$ cat src/rtl/ps2_key_decoder.sv
// PS/2 set-2 keyboard receiver: pin conditioning, 11-bit frame capture and
// scancode assembly into the toggle-qualified ps2_key event bus.
module ps2_key_decoder #(
  parameter int unsigned FILT_LEN = 8,
  parameter int unsigned TIMEOUT  = 50000
) (
  input  logic        clk_sys,
  input  logic        reset_n,
  input  logic        ps2_clk,
  input  logic        ps2_data,
  output logic [10:0] ps2_key,
  output logic        byte_stb,
  output logic [7:0]  byte_dat,
  output logic        frame_err
);

  localparam int unsigned FW = $clog2(FILT_LEN + 1);
  localparam int unsigned TW = $clog2(TIMEOUT + 1);

  typedef enum logic {F_IDLE, F_RECV} frame_t;
  typedef enum logic {S_BASE, S_SKIP} scan_t;

  // Index 0 carries ps2_clk, index 1 carries ps2_data.
  logic [1:0]    sync1, sync2, filt;
  logic [FW-1:0] fcnt [2];
  logic          clk_f_q;
  logic          fall, dbit;

  always_ff @(posedge clk_sys or negedge reset_n) begin
    if (!reset_n) begin
      sync1   <= '1;
      sync2   <= '1;
      filt    <= '1;
      clk_f_q <= 1'b1;
      for (int unsigned i = 0; i < 2; i++) fcnt[i] <= '0;
    end else begin
      sync1   <= {ps2_data, ps2_clk};
      sync2   <= sync1;
      clk_f_q <= filt[0];
      for (int unsigned i = 0; i < 2; i++) begin
        if (sync2[i] == filt[i]) begin
          fcnt[i] <= '0;
        end else if (fcnt[i] == FW'(FILT_LEN - 1)) begin
          filt[i] <= sync2[i];
          fcnt[i] <= '0;
        end else begin
          fcnt[i] <= fcnt[i] + 1'b1;
        end
      end
    end
  end

  assign fall = clk_f_q & ~filt[0];
  assign dbit = filt[1];

  // Frame FSM: bit_cnt 0..8 shifts data+parity, 9 is the stop bit.
  frame_t        fstate, fstate_nxt;
  logic [3:0]    bit_cnt, bit_cnt_nxt;
  logic [8:0]    shreg, shreg_nxt;
  logic [TW-1:0] to_cnt, to_cnt_nxt;
  logic          stb_nxt, err_nxt;

  always_ff @(posedge clk_sys or negedge reset_n) begin
    if (!reset_n) begin
      fstate    <= F_IDLE;
      bit_cnt   <= '0;
      shreg     <= '0;
      to_cnt    <= '0;
      byte_stb  <= 1'b0;
      frame_err <= 1'b0;
      byte_dat  <= '0;
    end else begin
      fstate    <= fstate_nxt;
      bit_cnt   <= bit_cnt_nxt;
      shreg     <= shreg_nxt;
      to_cnt    <= to_cnt_nxt;
      byte_stb  <= stb_nxt;
      frame_err <= err_nxt;
      if (stb_nxt) byte_dat <= shreg[7:0];
    end
  end

  always_comb begin
    fstate_nxt  = fstate;
    bit_cnt_nxt = bit_cnt;
    shreg_nxt   = shreg;
    to_cnt_nxt  = (fall || fstate == F_IDLE) ? '0 : to_cnt + 1'b1;
    case (fstate)
      F_IDLE: begin
        if (fall && !dbit) begin
          fstate_nxt  = F_RECV;
          bit_cnt_nxt = '0;
        end
      end
      F_RECV: begin
        if (fall) begin
          if (bit_cnt == 4'd9) begin
            fstate_nxt = F_IDLE;
          end else begin
            shreg_nxt   = {dbit, shreg[8:1]};
            bit_cnt_nxt = bit_cnt + 4'd1;
          end
        end else if (to_cnt == TW'(TIMEOUT - 1)) begin
          fstate_nxt = F_IDLE;
        end
      end
      default: fstate_nxt = F_IDLE;
    endcase
  end

  always_comb begin
    stb_nxt = 1'b0;
    err_nxt = 1'b0;
    case (fstate)
      F_IDLE: if (fall && dbit) err_nxt = 1'b1;
      F_RECV: begin
        if (fall && bit_cnt == 4'd9) begin
          if ((^shreg) && dbit) stb_nxt = 1'b1;
          else                  err_nxt = 1'b1;
        end else if (!fall && to_cnt == TW'(TIMEOUT - 1)) begin
          err_nxt = 1'b1;
        end
      end
      default: ;
    endcase
  end

  // Scancode FSM: prefix flags and Pause skipping, advanced by byte_stb.
  scan_t       sstate, sstate_nxt;
  logic        ext, brk, ext_nxt, brk_nxt;
  logic [2:0]  skip_cnt, skip_cnt_nxt;
  logic [10:0] key_nxt;

  always_ff @(posedge clk_sys or negedge reset_n) begin
    if (!reset_n) begin
      sstate   <= S_BASE;
      ext      <= 1'b0;
      brk      <= 1'b0;
      skip_cnt <= '0;
      ps2_key  <= '0;
    end else begin
      sstate   <= sstate_nxt;
      ext      <= ext_nxt;
      brk      <= brk_nxt;
      skip_cnt <= skip_cnt_nxt;
      ps2_key  <= key_nxt;
    end
  end

  always_comb begin
    sstate_nxt   = sstate;
    skip_cnt_nxt = skip_cnt;
    if (frame_err) begin
      sstate_nxt = S_BASE;
    end else if (byte_stb) begin
      case (sstate)
        S_BASE: begin
          if (byte_dat == 8'hE1) begin
            sstate_nxt   = S_SKIP;
            skip_cnt_nxt = 3'd7;
          end
        end
        S_SKIP: begin
          skip_cnt_nxt = skip_cnt - 3'd1;
          if (skip_cnt == 3'd1) sstate_nxt = S_BASE;
        end
        default: sstate_nxt = S_BASE;
      endcase
    end
  end

  always_comb begin
    ext_nxt = ext;
    brk_nxt = brk;
    key_nxt = ps2_key;
    if (frame_err) begin
      ext_nxt = 1'b0;
      brk_nxt = 1'b0;
    end else if (byte_stb && sstate == S_BASE) begin
      case (byte_dat)
        8'hE0: ext_nxt = 1'b1;
        8'hF0: brk_nxt = 1'b1;
        8'hE1: ;
        default: begin
          key_nxt = {~ps2_key[10], ~brk, ext, byte_dat};
          ext_nxt = 1'b0;
          brk_nxt = 1'b0;
        end
      endcase
    end
  end

endmodule

$ cat config.mk
export PLATFORM = sky130hd
export DESIGN_NAME = ps2_key_decoder
export DESIGN_NICKNAME = d
export VERILOG_FILES = /design/src/rtl/ps2_key_decoder.sv
export SDC_FILE = /design/constraint.sdc
export NUM_CORES = 1
export LEC_CHECK = 0
export ABC_AREA = 1
export BUFFER_PORTS_ARGS = -buffer_cell sky130_fd_sc_hd__clkbuf_2
export CORE_MARGIN = 2
export CORE_UTILIZATION = 40
export CTS_CLUSTER_DIAMETER = 200
export DETAILED_ROUTE_END_ITERATION = 8
export HOLD_SLACK_MARGIN = 0.06
export SLEW_MARGIN = 40
export SYNTH_ARGS = -nofsm -noshare
export SYNTH_HDL_FRONTEND = slang
export SYNTH_SLANG_ARGS = --single-unit
$ cat constraint.sdc
create_clock -name clk_sys -period 2.8 [get_ports clk_sys]
set_input_delay 0.42 -clock clk_sys [delete_from_list [all_inputs] [get_ports clk_sys]]
set_output_delay 0.42 -clock clk_sys [all_outputs]
set_load 0.05 [all_outputs]
==> results of run 1 <==
-- worst min path at each step --
stage	from	to	slack (ns)	depth (start not counted)
after CTS	reset_n	ps2_key[2]	0.07	1
after global placement	sync1[1]	sync2[1]	0.35	0
final	reset_n	ps2_key[2]	0.07	1
after floorplan	reset_n	bit_cnt[0]	0.12	0
after detailed placement	sync1[1]	sync2[1]	0.35	0
after global routing	reset_n	ps2_key[2]	0.11	1
-- power by group through the flow --
stage                     Sequential (uW)  Clock [uW]  Combinational (uW)
after floorplan                      1250           0                 416
after global placement               1280           0                 509
after detailed placement             1290           0                 523
after CTS                            1270        1030                 524
after global routing                 1290        1080                 611
final                                1260         990                 516
-- state kept, by name, summed over array words and instances (netlist names) --
| register | flops |
|---|---|
| byte_stb | 1 |
| skip_cnt | 3 |
| sync2 | 2 |
| sync1 | 2 |
| shreg | 9 |
| ext | 1 |
| sstate | 1 |
| byte_dat | 8 |
| to_cnt | 16 |
| bit_cnt | 4 |
| ps2_key | 11 |
| fstate | 1 |
| clk_f_q | 1 |
| brk | 1 |
| filt | 2 |
| frame_err | 1 |
| fcnt | 8 |
-- synth_stat cells, drive strengths merged, types with 5 or more instances --
master | instances | area share
nand2 | 110 | 0.12
dfrtp | 65 | 0.48
inv | 49 | 0.054
nor3 | 7 | 0.012
nand4 | 5 | 0.011
a21oi | 16 | 0.024
o21a | 5 | 0.011
ha | 7 | 0.026
o21ai | 31 | 0.046
nand3 | 25 | 0.040
dfstp | 7 | 0.054
nor2 | 44 | 0.061
-- layer usage --
layer	global-route usage	wire length (um)	vias to the layer above	part of all wire
met3	0.03524	215	8	0.035
li1	-	-	1322	-
met4	0.07857	102	0	0.017
met1	0.1963	2996	1174	0.49
met2	0.2367	2806	39	0.46
met5	0	0	-	0
-- metrics by stage --
stage / util / cells / area (um2) / hold WS [ns]
global route: 0.4708 / 537 / 3869 / 0.1070
global placement: 0.4411 / 521 / 3625 / 0.3455
CTS: 0.4708 / 537 / 3869 / 0.07270
floorplan: - / 396 / 3387 / 0.1244
detailed placement: 0.4411 / 521 / 3625 / 0.3469
finish: 0.4708 / 537 / 3869 / 0.07254
-- final cells by class --
| type | count | area share |
|---|---|---|
| Tap cell | 105 | 0.03396 |
| Clock buffer | 9 | 0.03202 |
| Timing Repair Buffer | 25 | 0.03622 |
| Sequential cell | 72 | 0.4680 |
| Clock inverter | 7 | 0.03105 |
| Inverter | 49 | 0.04754 |
| Multi-Input combinational cell | 270 | 0.3512 |
-- cell families after synthesis --
logic type	count (synthesis)	share of synthesized area
compound gates	54	0.08423
xor+xnor	8	0.02068
fa+ha+maj	7	0.02586
buf+inv	54	0.06428
flops	72	0.5345
simple gates	201	0.2704
==> results.txt, run 1 <==
The flow ran to the end, and the final reports show no timing, DRC or antenna violations. In this run the cell area of the synthesized design comes to 0.003387 mm2. The mean area per synthesized cell came out at 8.553 um2.

In this run the static leakage power is 0.001945 uW. Setup repair after global routing left no endpoint under its margin. The slowest stage of the critical path is the dfrtp_1 cell. The clock-pin slew on the worst setup and hold paths is 0.08 ns.

The fmax is 555.2 MHz. The sequential standard cell area came out at 0.001810 mm2. The CTS tree is done. The layout net count is ~440. The post-route fraction of the period consumed by the critical path came out at 0.6433. The floorplan step defined a core boundary enclosing 0.008217 mm2. Yosys printed 0 warnings. The floorplan step set the die width to 96.02 um. The layout has 779 filler cells. The global route total overflow came out at 0. The cell count after synthesis came out at 396.

The wire length reported by the detailed router is 6120 um. The stage delay of the slowest cell on the critical path came out at 0.67 ns. The biggest fanout along the worst timing path is 12.

In this run the deepest clock path goes through 2 buffers. The via count of the first global-routing pass is 2,395. The number of antenna violations at the first check in global routing is 0.

The worst voltage drop across the vdd grid came out at 0.2855 mV. The length in cells of the worst reg-to-reg path is 9. The CTS buffer count came out at 9. The post-cts hold buffer count is 0. In the routed design, unresolved DRC markers number 0. The tightest min-delay check is of the in -> async type.

The first-pass GRT wire length is 10,700 um. The proportion of power drawn by flip-flops and latches came out at 0.456. For this run, the leading register cell type out of synthesis is dfrtp_1.

The share of the yosys chip area belonging to registers is 0.5345. The relative area change from synthesis to final layout is 14.22%. The setup-violating endpoint count in the final report is 0. In the layout the commonest cells are nand2_1 (110), dfrtp_1 (65), inv_1 (47). The clock drives 72 sinks. After legalization and detailed placement, the total HPWL measured 4471 um. The endpoint required time on the critical path came out at 2.38 ns. STA classifies the critical path endpoint as a primary output. The worst path in the final design needs a cycle of about 1.8 ns, including I/O delays and setup. The sum of buffers and inverters on the critical path came out at 1. The max-slew violation count is 0. The initial core utilization came out at 0.4122. The share of synthesized registers carrying an async set or reset came out at 1.000. The die span in y came out at 96.02 um. The number of placement rows came out at 33. The hold violation count in the final report is 0. The number of different library cells in the post-synthesis netlist came out at 31. The antenna violation net count after detailed routing came out at 0. The count of H-tree levels built during CTS is 3. The type of element launching the critical path is a flop. The full die area is 0.009220 mm2. For this block, the via count after detailed routing is 2,543. The number of vias per cell after detailed routing is 4.736.

The ratio of total power to cell area is 716.1 mW/mm2. Traced cell by cell, the critical path runs through clkbuf_2. The final weighted congestion of routability-driven global placement is 0.8429. The total power consumption of the routed design came out at 2771 uW.

The cell sitting at the root of the clock tree is a clkbuf_8. In this run the worst setup path begins at frame_err. The endpoint identified for the worst register-to-register timing path is byte_dat[1]. Entering global routing, the biggest net connects 49 pins. The setup slack after layout came out at approximately 1 ns. The largest clock skew in the final design is 0.007330 ns. The post-cts repair resize count is 0. The leading cell type in the layout, fill and taps excluded is nand2_1. Port buffering added 24 buffers.

The post-synth net total is 407. Broken down by cell family, the worst path's largest delay share belongs to flip-flops. The normalized max-slew margin came out at 0.6026. Max-cap violations in this run came to 0. The setup slack of the most critical reg-to-reg path came out at around 1.0 ns. The buffer count from post-CTS setup fixing came out at 0. The power share of the combinational group is 0.186. The area taken by multi-input logic gates came out at 0.001359 mm2. For the pin with the worst max-slew slack, the measured transition is between 0.5 and 0.6 ns. The average wire per cell in the routed design is 11.40 um. The final sum of negative setup slack came out at 0 ns. The later-pin clock latency in the skew report is 0.35 ns. The switching power is 839.9 uW. The share of post-route cells with drive strength above 1 came out at 0.1481. The critical path is of the reg -> out type. The switching fraction of total power came out at 0.3032.

The number of gates on the worst path with buffers counted is 1. OpenSTA, run right after detailed placement, puts the worst setup slack at 1.051 ns. The worst register-to-register path begins at bit_cnt[1].

The internal power consumption is 1931 uW. The destination of the critical timing path is frame_err. The number of DRC violations after detailed-routing iteration 0 came out at 93.

The number of enable-type register cells in the synthesized netlist came out at 0. The total inserted antenna cells is 0. The number of detailed-route iterations in the first pass came out at 4. The total I/O pin count came out at 25. The total routing resource utilization after global routing is 0.1517. The fraction of power consumed by the clock network came out at 0.357. Counting flops and latches in the post-synthesis netlist gives 72. Data on the critical path arrives at its endpoint at 1.38 ns.
(Power assumes the default switching activity.)
==> run 2: changes to the inputs <==
==> constraint.sdc (replaced) <==
create_clock -name clk_sys -period 1.7 [get_ports clk_sys]
set_input_delay 0.255 -clock clk_sys [delete_from_list [all_inputs] [get_ports clk_sys]]
set_output_delay 0.255 -clock clk_sys [all_outputs]
set_load 0.05 [all_outputs]
==> run 2 against run 1 <==
Die area stayed put. Clock skew is 0.0055 ns higher. Sequential share of layout area fell by 1.9 points. Cell count increased by 3.0%. Worst hold slack better by 0.25 ns. Register-to-register slack got worse by 0.89 ns. Non-clock buffer count grew 15. Setup slack worse by 0.85 ns. Global-route usage fell by 0.21 points. Sequential power up 67%. Largest cell class unchanged.
==> results.txt, run 2 (synthesis gave the netlist of run 1 again) <==
The flow ran to the end, and the final reports show no timing, DRC or antenna violations. The hold violation count in the final report was 0. The reg-to-reg endpoint is skip_cnt[0]. The relative area change from synthesis to final layout is 19.69%. After detailed routing, the total wire length is 6374 um. At the end of routability-driven placement, the weighted congestion stood at around 0.8. The setup-violating endpoint count in the final report came out at 0.

The worst setup path is launched from a flop. Counting stages on the worst path, the most repeated cell is o21ai_0. The endpoint required time on the critical path came out at 1.97 ns. The fill cell total of the finished layout is 789. The max-capacitance violation count came out at 0. The worst voltage drop across the vdd grid is around 0.58 mV. The total routing resource utilization after global routing came out at 0.1496. The full die area came out at 0.009220 mm2. 25 I/O pins were placed.

The CTS buffer count is 9. The worst setup path is of the reg -> reg kind. Traced cell by cell, the critical path runs through nor3_4, nand3b_1, nor2_2, o21ai_0, nor2_2, o21ai_0, o21ai_0. The critical register-to-register path startpoint is byte_dat[3]. The hold slack is 0.3267 ns.

The global route total overflow came out at 0. The normalized max-slew margin is 0.7647. The count of H-tree levels built during CTS came out at 3. In this run the power density over the cells is 1119 mW/mm2. Port buffering added 24 buffers. The number of flip-flops in the largest register is 16.

The largest delay contributor family on the critical path is simple AND/OR/NAND/NOR gates. The max-slew violation count is 0. On the critical path, the stage with the largest delay is an instance of dfrtp_2. The final sum of negative setup slack came out at 0 ns. The clock sink count came out at 72. The total power consumption of the routed design is 4538 uW. The category of the worst setup path capture point is a flop. The top cell types in the final layout, fill and taps aside, are nand2_1 (109), dfrtp_1 (56), inv_1 (44). For this run, the detailed router's first-pass iteration total came to 4. The initial utilization of the core area, before any placement, comes to 0.4122.

In this run the worst hold path is classified as in -> async. More flip-flops sit in one register than any other, and that register is to_cnt. The detailed-route DRC error count came out at 0.

Counting both buffers and inverters, the worst setup path holds a total of 0. The fmax is 644.9 MHz. The antenna violation net count after detailed routing came out at 0. The area of the core came out at 0.008217 mm2. The die span in y came out at 96.02 um. The leading cell type in the layout, fill and taps excluded is nand2_1. The clock period minus worst slack came out at 1.551 ns. The root buffer cell chosen for the clock tree is clkbuf_8. In this run the register-to-register setup slack is around 0.15 ns. The via total after detailed routing is 2,597. TritonCTS built the clock tree. The maximum buffer depth of the clock tree is 2. The die outline width is 96.02 um. Along the worst path, the maximum fanout reaches 6. For this run, the post-layout net count is roughly 450. The number of DRC violations after detailed-routing iteration 0 is 76. The clock reaches the later pin of the worst-skew pair after 0.35 ns.

The largest clock skew in the final design is 0.01287 ns. The average wire per cell in the routed design came out at approximately 12 um. The via count of the first global-routing pass came out at ~2,400. The stage delay of the slowest cell on the critical path came out at 0.45 ns. The number of antenna violations at the first check in global routing is 0. In the routed layout, each cell is associated on average with a via count of roughly 4.7. The placed wire-length estimate after detailed placement is 4499 um. The arrival time reported for the critical path endpoint is 1.82 ns. The first-pass GRT wire length came out at around 11,000 um. The post-route fraction of the period consumed by the critical path came out at 0.9122. The floorplan has 33 rows. The slew at the pin closest to its max-slew limit came out at approximately 0.35 ns.

The maximum number of pins on one net before global-route repair came out at 61. The share of post-route cells with drive strength above 1 is 0.2254. The total inserted antenna cells is 0. The number of cells on the worst reg-to-reg path is 7.

The leakage power figure came out at between 0.0015 and 0.002 uW. After clock tree synthesis, the clock-pin slew on the worst setup and hold paths is ~0.080 ns. The largest registers in the layout are to_cnt (16), ps2_key (11), shreg (9).
run 2: stage by stage:
stage               std cells    util  setup slack (ns)  cell area [um2]
floorplan                 396       -           0.02045             3395
global placement          526  0.4466           0.06292             3670
detailed placement        526  0.4466           0.03608             3670
CTS                       545  0.4769           0.01384             3919
global route              553  0.4934          -0.01452             4054
finish                    553  0.4934            0.1493             4054
run 2: worst max-delay path by stage:
stage | cells after the start | from | to
2_1_floorplan | 9 | byte_dat[2] | ps2_key[2]
3_3_place_gp | 6 | byte_dat[1] | ps2_key[9]
4_1_cts | 6 | byte_dat[1] | ps2_key[0]
3_5_place_dp | 6 | byte_dat[1] | ps2_key[0]
6_report | 7 | byte_dat[3] | skip_cnt[0]
5_1_grt | 7 | byte_dat[3] | skip_cnt[0]
run 2: cell type report:
type	instances	area (um2)	share of cell area
clock buffers	9	123.9	0.03056
repair buffers	40	260.3	0.06420
flip-flops and latches	72	1822	0.4494
inverters	49	183.9	0.04537
multi-input cells	271	1438	0.3546
clock inverters	7	95.09	0.02346
well taps	105	131.4	0.03241
run 2: per-layer routing:
layer	wire, um	up-vias	track usage
li1	-	1357	-
met3	203	14	0.03289
met4	125	0	0.07143
met2	2970	40	0.2425
met5	0	-	0
met1	3074	1186	0.1894
run 2: where the power goes:
part / internal [uW] / switching, uW
logic: 351 / 614
clock network: 828 / 647
registers: 1920 / 176
run 2: repair_timing:
action                                  in CTS  in global routing
hold buffers                                 3                  0
setup buffers                                0                  7
endpoints found under the hold margin       14                  0
resized for setup                            0                 22
endpoints found under the setup margin       0                 25
run 2: worst register-to-register path, cell delays in order, from the launching register on:
cell and delay, ns:
dfrtp_2 0.45, nor3_4 0.19, nand3b_1 0.15, nor2_2 0.17
o21ai_0 0.11, nor2_2 0.22, o21ai_0 0.11, o21ai_0 0.08
